[src/rtl/gray_sweep_ctrl_pkg.sv]
// Shared types and helpers for the gray counter sweep sequencer.
package gray_sweep_ctrl_pkg;

  typedef enum logic [2:0] {IDLE, SEEK, UP, DOWN, DONE} state_t;

  localparam logic DIR_UP   = 1'b1;
  localparam logic DIR_DOWN = 1'b0;

  typedef struct packed {
    logic [7:0] lo;
    logic [7:0] hi;
    logic       mode;
  } sweep_cfg_t;

  // Two independent 4-bit gray digits, matching the counter's output encoding.
  function automatic logic [7:0] bin2gray(input logic [7:0] b);
    return {b[7:4] ^ {1'b0, b[7:5]}, b[3:0] ^ {1'b0, b[3:1]}};
  endfunction

endpackage

[src/rtl/gray_sweep_tick.sv]
// Step-rate prescaler: tick is high once every div+1 cycles; clr restarts the phase.
module gray_sweep_tick #(
  parameter int DIV_W = 8
) (
  input  logic             clk,
  input  logic             rst_n,
  input  logic             clr,
  input  logic [DIV_W-1:0] div,
  output logic             tick
);

  logic [DIV_W-1:0] cnt;

  always_ff @(posedge clk) begin
    if (rst_n)           cnt <= '0;
    else if (clr)        cnt <= '0;
    else if (cnt == div) cnt <= '0;
    else                 cnt <= cnt + 1'b1;
  end

  assign tick = (cnt == div);

endmodule

[src/rtl/gray_sweep_ctrl.sv]
// Seeks the gray counter to lo, then sweeps lo..hi once or ping-pong, tracking a binary shadow.
module gray_sweep_ctrl
  import gray_sweep_ctrl_pkg::*;
#(
  parameter int DIV_W  = 8,
  parameter int LOOP_W = 4
) (
  input  logic              clk,
  input  logic              rst_n,
  input  logic              start_valid,
  output logic              start_ready,
  input  logic              stop,
  input  logic [7:0]        cfg_lo,
  input  logic [7:0]        cfg_hi,
  input  logic              cfg_mode,
  input  logic [LOOP_W-1:0] cfg_loops,
  input  logic [DIV_W-1:0]  cfg_div,
  input  logic [7:0]        cnt_gray,
  output logic              cnt_en,
  output logic              cnt_dir,
  output logic              busy,
  output logic              done,
  output logic              cfg_err,
  output logic              trk_err,
  output logic [7:0]        pos
);

  state_t            state;
  sweep_cfg_t        cfg_q;
  logic [LOOP_W-1:0] loops_q;
  logic [DIV_W-1:0]  div_q;
  logic              chk_pend;
  logic              tick;
  logic              accept;
  logic              active;
  logic [7:0]        target;
  logic              at_tgt;
  logic              dir_up;
  logic              step;
  logic              advance;

  gray_sweep_tick #(.DIV_W(DIV_W)) u_tick (
    .clk   (clk),
    .rst_n (rst_n),
    .clr   (accept),
    .div   (div_q),
    .tick  (tick)
  );

  assign start_ready = (state == IDLE) && !stop;
  assign accept      = start_valid && start_ready;
  assign active      = (state == SEEK) || (state == UP) || (state == DOWN);
  assign target      = (state == UP) ? cfg_q.hi : cfg_q.lo;
  assign at_tgt      = (pos == target);
  assign dir_up      = (target > pos);
  // stop gates the pulse combinationally so the counter never moves in the abort cycle
  assign step        = active && tick && !at_tgt && !stop;
  assign advance     = active && tick && at_tgt;

  assign cnt_en  = step;
  assign cnt_dir = step ? dir_up : DIR_DOWN;
  assign busy    = (state != IDLE);
  assign done    = (state == DONE) && !stop;

  always_ff @(posedge clk) begin
    if (rst_n) begin
      state    <= IDLE;
      cfg_q    <= '0;
      loops_q  <= '0;
      div_q    <= '0;
      chk_pend <= 1'b0;
      cfg_err  <= 1'b0;
      trk_err  <= 1'b0;
      pos      <= '0;
    end else begin
      chk_pend <= step;
      if (chk_pend && (cnt_gray != bin2gray(pos))) trk_err <= 1'b1;
      if (step) pos <= dir_up ? pos + 1'b1 : pos - 1'b1;

      if (stop && (state != IDLE)) begin
        state <= IDLE;
      end else begin
        case (state)
          IDLE: if (accept) begin
            cfg_q   <= '{lo: cfg_lo, hi: cfg_hi, mode: cfg_mode};
            loops_q <= cfg_loops;
            div_q   <= cfg_div;
            cfg_err <= (cfg_lo > cfg_hi);
            trk_err <= 1'b0;
            state   <= (cfg_lo > cfg_hi) ? DONE : SEEK;
          end
          SEEK: if (advance) state <= UP;
          UP:   if (advance) state <= cfg_q.mode ? DOWN : DONE;
          DOWN: if (advance) begin
            if (loops_q == LOOP_W'(1)) begin
              state <= DONE;
            end else begin
              // zero means unlimited round trips, so it is never decremented
              if (loops_q != '0) loops_q <= loops_q - 1'b1;
              state <= UP;
            end
          end
          DONE:    state <= IDLE;
          default: state <= IDLE;
        endcase
      end
    end
  end

endmodule

[config.mk]
export PLATFORM = sky130hd
export DESIGN_NAME = gray_sweep_ctrl
export DESIGN_NICKNAME = d
export VERILOG_FILES = /design/src/rtl/gray_sweep_ctrl_pkg.sv /design/src/rtl/gray_sweep_tick.sv /design/src/rtl/gray_sweep_ctrl.sv
export SDC_FILE = /design/constraint.sdc
export NUM_CORES = 1
export LEC_CHECK = 0
export BUFFER_PORTS_ARGS = -buffer_cell sky130_fd_sc_hd__buf_2
export CORE_MARGIN = 5
export CORE_UTILIZATION = 50
export CTS_CLUSTER_SIZE = 20
export DETAILED_ROUTE_END_ITERATION = 8
export GPL_ROUTABILITY_DRIVEN = 0
export GPL_TIMING_DRIVEN = 0
export PLACE_DENSITY = 0.76
export SLEW_MARGIN = 20
export SYNTH_ARGS = -nofsm -noshare
export SYNTH_HDL_FRONTEND = slang
export SYNTH_SLANG_ARGS = --single-unit
[constraint.sdc]
create_clock -name clk -period 4.14 [get_ports clk]
set_input_delay 0.621 -clock clk [delete_from_list [all_inputs] [get_ports clk]]
set_output_delay 0.621 -clock clk [all_outputs]
set_load 0.05 [all_outputs]
# == After elaboration in Yosys (flattened, before gate mapping) ==
# Cells that the tools add are included.
# totals
register_bits,51
input_bits,41
out_inout_bits,15
word_cells,76
# classes
add_sub_neg,4
magnitude_cmp,2
eq_ne,14
mux,20
bitwise,3
reduce_logical,22
# ops
op,count
2-to-1 mux 3 bit,7
adder 8 x 1 -> 8 bit (second input constant),2
== test 8 bit,2
greater-than comparator 8 bit,2
2-to-1 mux 4 bit,4
2-to-1 mux 8 bit,2
one-hot mux 3 bit (4 select lines),1
!= test 2 bit (second input constant),5
logical AND 1 bit,9
!= test 8 bit,1
one-hot mux 4 bit (2 select lines),1
subtractor 8 x 1 -> 8 bit (second input constant),1
XOR 4 x 3 -> 4 bit,2
== test 3 x 2 -> 1 bit (second input constant),2
AND reduction 6 bit,1
2-to-1 mux 1 bit,5
== test 4 x 1 -> 1 bit (second input constant),1
AND reduction 4 bit,1
nonzero test 4 bit,1
subtractor 4 x 1 -> 4 bit (second input constant),1
== test 3 x 1 -> 1 bit (second input constant),1
== test 3 bit (second input constant),1
zero test 3 bit,1
AND reduction 3 bit,1
other kinds (8),10

# == Depth between registers and ports, before layout ==
# logic_depth
ltp_word,7
mapped_depth,15
depth_no_buf,14

# == By module ==
# A second synthesis with hierarchy kept.
# unflattened
hier_cells,381
hier_area_um2,3161.8
# by_module_without_submodules
module,n_inst,cells_each,area_per_inst_um2,seq_area_each_um2
gray_sweep_ctrl,1,336,2708.8,860.8
gray_sweep_tick,1,45,452.9,160.2

# == Least setup slack after synthesis ==
# OpenSTA, ideal clock, no wires.
# synth_path
kind,register to register
startpoint,register state[1]
endpoint,register pos[7]
setup_time_ns,0.121
arrival_time_ns,3.994
required_ns,4.019
slack_ns,0.025
stages_incl_launch_ff,16
cell_sequence,dfxtp_1 > nor3b_1 > buf_1 > mux2_2 > ha_1 > nand4_1 > nor2_1 > nor2b_1 > nor2_1 > ha_1 > a21oi_1 > o211ai_1 > o41a_1 > or3_1 > a21oi_1 > mux2_2
# synth_between
elab_chain_len,6
elab_cells_between_ends,13
cone_classes,1 x order compare; 4 x eq/ne; 2 x mux; 6 x reduce/logical
# synth_lines
element,line_no,source
"start, declared",gray_sweep_ctrl.sv:28,state_t state;
"start signal, assigned",gray_sweep_ctrl.sv:90,state <= (cfg_lo > cfg_hi) ? DONE : SEEK;
"start signal, assigned",gray_sweep_ctrl.sv:93,UP: if (advance) state <= cfg_q.mode ? DOWN : DONE;
"parallel branches: the longest is 6 deep, another holds greater-than comparator 8 bit",n/a,
"end signal, assigned",gray_sweep_ctrl.sv:78,if (step) pos <= dir_up ? pos + 1'b1 : pos - 1'b1;
"end, declared",gray_sweep_ctrl.sv:25,output logic [7:0] pos
# Several ways; the timed one is not identified.
# A chain may end at the register's enable or synchronous reset.

# == Worst setup path in the final report ==
# Ends and elaborated chain as after synthesis.

==> flow_metrics.env <==
export IMPL_status="finished clean"
export IMPL_h_tree_depth=2
export IMPL_setup_viol_count_final=0
export IMPL_fin_nets=524
export IMPL_global_route_overflow_total=0
export IMPL_p_per_area_nw_per_um2=421
export IMPL_max_stage_delay_ns=0.39
export IMPL_core_area_um2=5890
export IMPL_family_with_the_most_delay_on_the_worst_path="compound AO/OA/AOI/OAI gates"
export IMPL_rsz0062_at_grt="yes"
export IMPL_synth_nets=449
export IMPL_gr_usage_met1_pct=24.2
export IMPL_critical_path_class="flop to flop"
export IMPL_initial_utilization_pct=51.2
export IMPL_grt_total_usage_pct=19.9
export IMPL_yosys_area_top_type_share_pct=33.9
export IMPL_arrival_ns=4.31
export IMPL_seq_area_frac_synth_pct=33.9
export IMPL_crit_chain="nor3b_4, buf_6, mux2_2, ha_1, nand4_1, buf_4, nor2_4, a211oi_4, nor2_4, ha_1, a21oi_2, o211ai_1, o41a_1, or3_1, a21oi_1, mux2_2"
export IMPL_whs_path_depth=2
export IMPL_worst_path_max_delay_cell="dfxtp_4"
export IMPL_top_usage_layer="met2"
export IMPL_ff2ff_setup_slack_ns=0.04
export IMPL_globalRouteMet3Util_pct=4.05
export IMPL_cp_max_fo=7
export IMPL_utilization_pct=62.5
export IMPL_cts_buffers_inserted=5
export IMPL_route_detailed_wl_per_inst_um=14.1
export IMPL_routed_via_density=5.40
export IMPL_setup_tns_ns=0
export IMPL_design_die_area_um2=7680
export IMPL_grt_antenna_before_repair=0
export IMPL_worst_margin_slew_ns=0.568
export IMPL_final_layout_size_suffix_gt1_share_pct=21.9
export IMPL_dieWidth_um=87.6
export IMPL_cellLeakagePower_nw=1.61
export IMPL_num_rows=28
export IMPL_tritoncts_num_sinks=51
export IMPL_final_period_utilization_pct=99.0
export IMPL_n_antenna_cell=0
export IMPL_slew_limit_headroom_pct=62.1
export IMPL_count_of_flip_flops_with_a_built_in_enable_after_synthesis=0
export IMPL_total_i_o_pin_count=56
export IMPL_synth_cell_type_count=41
export IMPL_areaGrowthSynthToFinish_pct=22.1
export IMPL_worstPathBufferInverterCount=2
export IMPL_gr_usage_met2_pct=35.6
export IMPL_netlist_top_cells_area="dfxtp_1, ha_1, nand2_1"
export IMPL_reg2regPathDepth=16
export IMPL_avgSynthCellArea_um2=7.90
export IMPL_worstHoldStart="cfg_q[2]$_SDFFE_PP0P_"
export IMPL_clock_pin_slew_reported_for_the_worst_setup_and_hold_paths_after_clock_tree_synthesis_ns=0.10
export IMPL_die_y_um=87.6
export IMPL_critical_path_startpoint_type="flop"
export IMPL_place_port_buffers=54
export IMPL_first_pass_iters=4
export IMPL_async_flop_share_pct=0
export IMPL_vdd_ir_drop_max_mv=0.203
export IMPL_post_synth_instance_area_um2=3010
export IMPL_detailedPlacementHpwl_um=5540
export IMPL_yosys_register_bits=51
export IMPL_critical_path_reg2reg_endpoint="pos[7]$_SDFFE_PP0P_"
export IMPL_holdPathEnd="cfg_q[2]$_SDFFE_PP0P_"
export IMPL_synth_main_ff_cell="dfxtp_1"
export IMPL_ant_nets=0
export IMPL_vias_in_the_first_global_route=2767
export IMPL_grt_start_max_net_pins=17
export IMPL_grt_pass1_wl_um=12300
export IMPL_final_setup_skew_ns=0.00581
export IMPL_timing_hold_worst_class="flop to flop"
export IMPL_ys_warnings_count=0
export IMPL_cts_max_path_buffers=2
export IMPL_cts_tree="yes"
export IMPL_max_cap_viol_count=0
export IMPL_drtIter0Drc=134
export IMPL_drcViolationCount=0
export IMPL_synth_largest_area_cell="dfxtp_1"
export IMPL_drt_total_wl_um=7500
export IMPL_clk_root_buffer_cell="clkbuf_8"
export IMPL_max_clk_rate_mhz=244
export IMPL_regToRegStartpoint="state[1]$_SDFFE_PP0P_"
export IMPL_hold_viol_final=0
export IMPL_insertion_delay_ns=0.32
export IMPL_worst_endpoint_required_ns=4.35
export IMPL_timing_max_transition_violations_final=0
export IMPL_syn_inst=381
export IMPL_dr_vias=2873
export IMPL_worst_setup_path_end_kind="flop"
export IMPL_finalCriticalPeriod_ns=4.10
metrics by stage:
stage	total power [mW]	hold slack [ns]	setup WS [ns]	instance area [um^2]	instances
2_1_floorplan	0.906	0.433	0.0253	3010	381
3_3_place_gp	1.00	0.441	-0.542	3380	510
3_5_place_dp	1.02	0.447	-0.686	3380	510
4_1_cts	1.50	0.459	0.0284	3620	529
5_1_grt	1.64	0.467	-0.120	3680	532
6_report	1.55	0.460	0.0407	3680	532
Yosys cell counts, drive strengths merged (4+ instances only):
cell type / number
mux2: 8
dfxtp: 51
a21o: 4
or3: 4
nand3: 9
clkbuf: 12
nor2: 35
xnor2: 14
a31oi: 5
o21ai: 10
mux2i: 5
and3: 7
xor2: 12
nand2: 64
a211oi: 5
nor3: 6
ha: 26
nand4: 4
o211ai: 4
a21oi: 42
inv: 28
sequential cells by signal (all words and copies together), names as in the netlist:
name,cells
cfg_q,17
div_q,8
pos,8
u_tick.cnt,8
loops_q,4
state,3
cfg_err,1
chk_pend,1
trk_err,1
worst min-delay path: stages (launching register included):
cell	delay, ns
dfxtp_1	0.32
nand2_1	0.05
a21oi_1	0.05
cell usage in the layout, fill, tap and decap left out, types with 2 or more instances in the layout:
cell type,instances
a211oi_1,4
a21o_1,4
a21oi_1,41
a31oi_1,5
and3_1,6
buf_2,54
buf_4,14
bufinv_16,2
clkbuf_1,12
clkbuf_8,5
dfxtp_1,48
dfxtp_2,2
ha_1,25
inv_1,27
mux2_2,8
mux2i_1,5
nand2_1,64
nand3_1,9
nand4_1,4
nor2_1,33
nor2_4,2
nor2b_1,2
nor3_1,6
nor3b_1,2
o211ai_1,4
o21ai_0,10
o22ai_1,2
o41a_1,2
o41ai_1,2
or2_2,2
or3_1,4
xnor2_1,14
xor2_1,12
layer usage:
metal,wire [um],part of all wire [%]
met2,3740,50
met5,0,0
met4,97,1.3
met1,3310,44
met3,347,4.6
cell type report:
| type | count | area, um^2 |
|---|---|---|
| inverters | 28 | 105 |
| flip-flops and latches | 51 | 1030 |
| well taps | 75 | 93.8 |
| clock buffers | 5 | 68.8 |
| clock inverters | 3 | 67.6 |
| repair buffers | 68 | 375 |
| fillers | 531 | 2210 |
| multi-input cells | 289 | 1880 |
| plain buffers | 13 | 56.3 |
worst max-delay path by stage:
stage,start,end,slack (ns),depth (start not counted)
after detailed placement,state[1]$_SDFFE_PP0P_,pos[7]$_SDFFE_PP0P_,-0.69,15
final,state[1]$_SDFFE_PP0P_,pos[7]$_SDFFE_PP0P_,0.04,16
after global placement,state[1]$_SDFFE_PP0P_,pos[7]$_SDFFE_PP0P_,-0.54,15
after floorplan,state[1]$_SDFFE_PP0P_,pos[7]$_SDFFE_PP0P_,0.03,15
after CTS,state[0]$_SDFFE_PP0P_,pos[7]$_SDFFE_PP0P_,0.03,15
after global routing,state[1]$_SDFFE_PP0P_,pos[7]$_SDFFE_PP0P_,-0.12,16
power by group:
group	internal (mW)	switching [mW]	total, mW
combinational	0.252	0.323	0.575
sequential	0.521	0.0312	0.552
clock	0.241	0.181	0.422
timing repair:
item                       CTS  global route
gates cloned                 1             0
setup buffers               10             3
pin swaps                    4             8
gates resized for setup     10            11
hold buffers                 0             0
setup endpoints to repair    3             5
kinds of logic after synthesis:
| logic type | Yosys count | share of synthesized area (%) |
|---|---|---|
| xor+xnor | 26 | 7.56 |
| simple gates | 142 | 21.2 |
| mux | 13 | 4.65 |
| flops | 51 | 33.9 |
| compound gates | 81 | 16.1 |
| buf+inv | 41 | 5.11 |
| fa+ha+maj | 27 | 11.5 |
(Power assumes the default switching activity.)
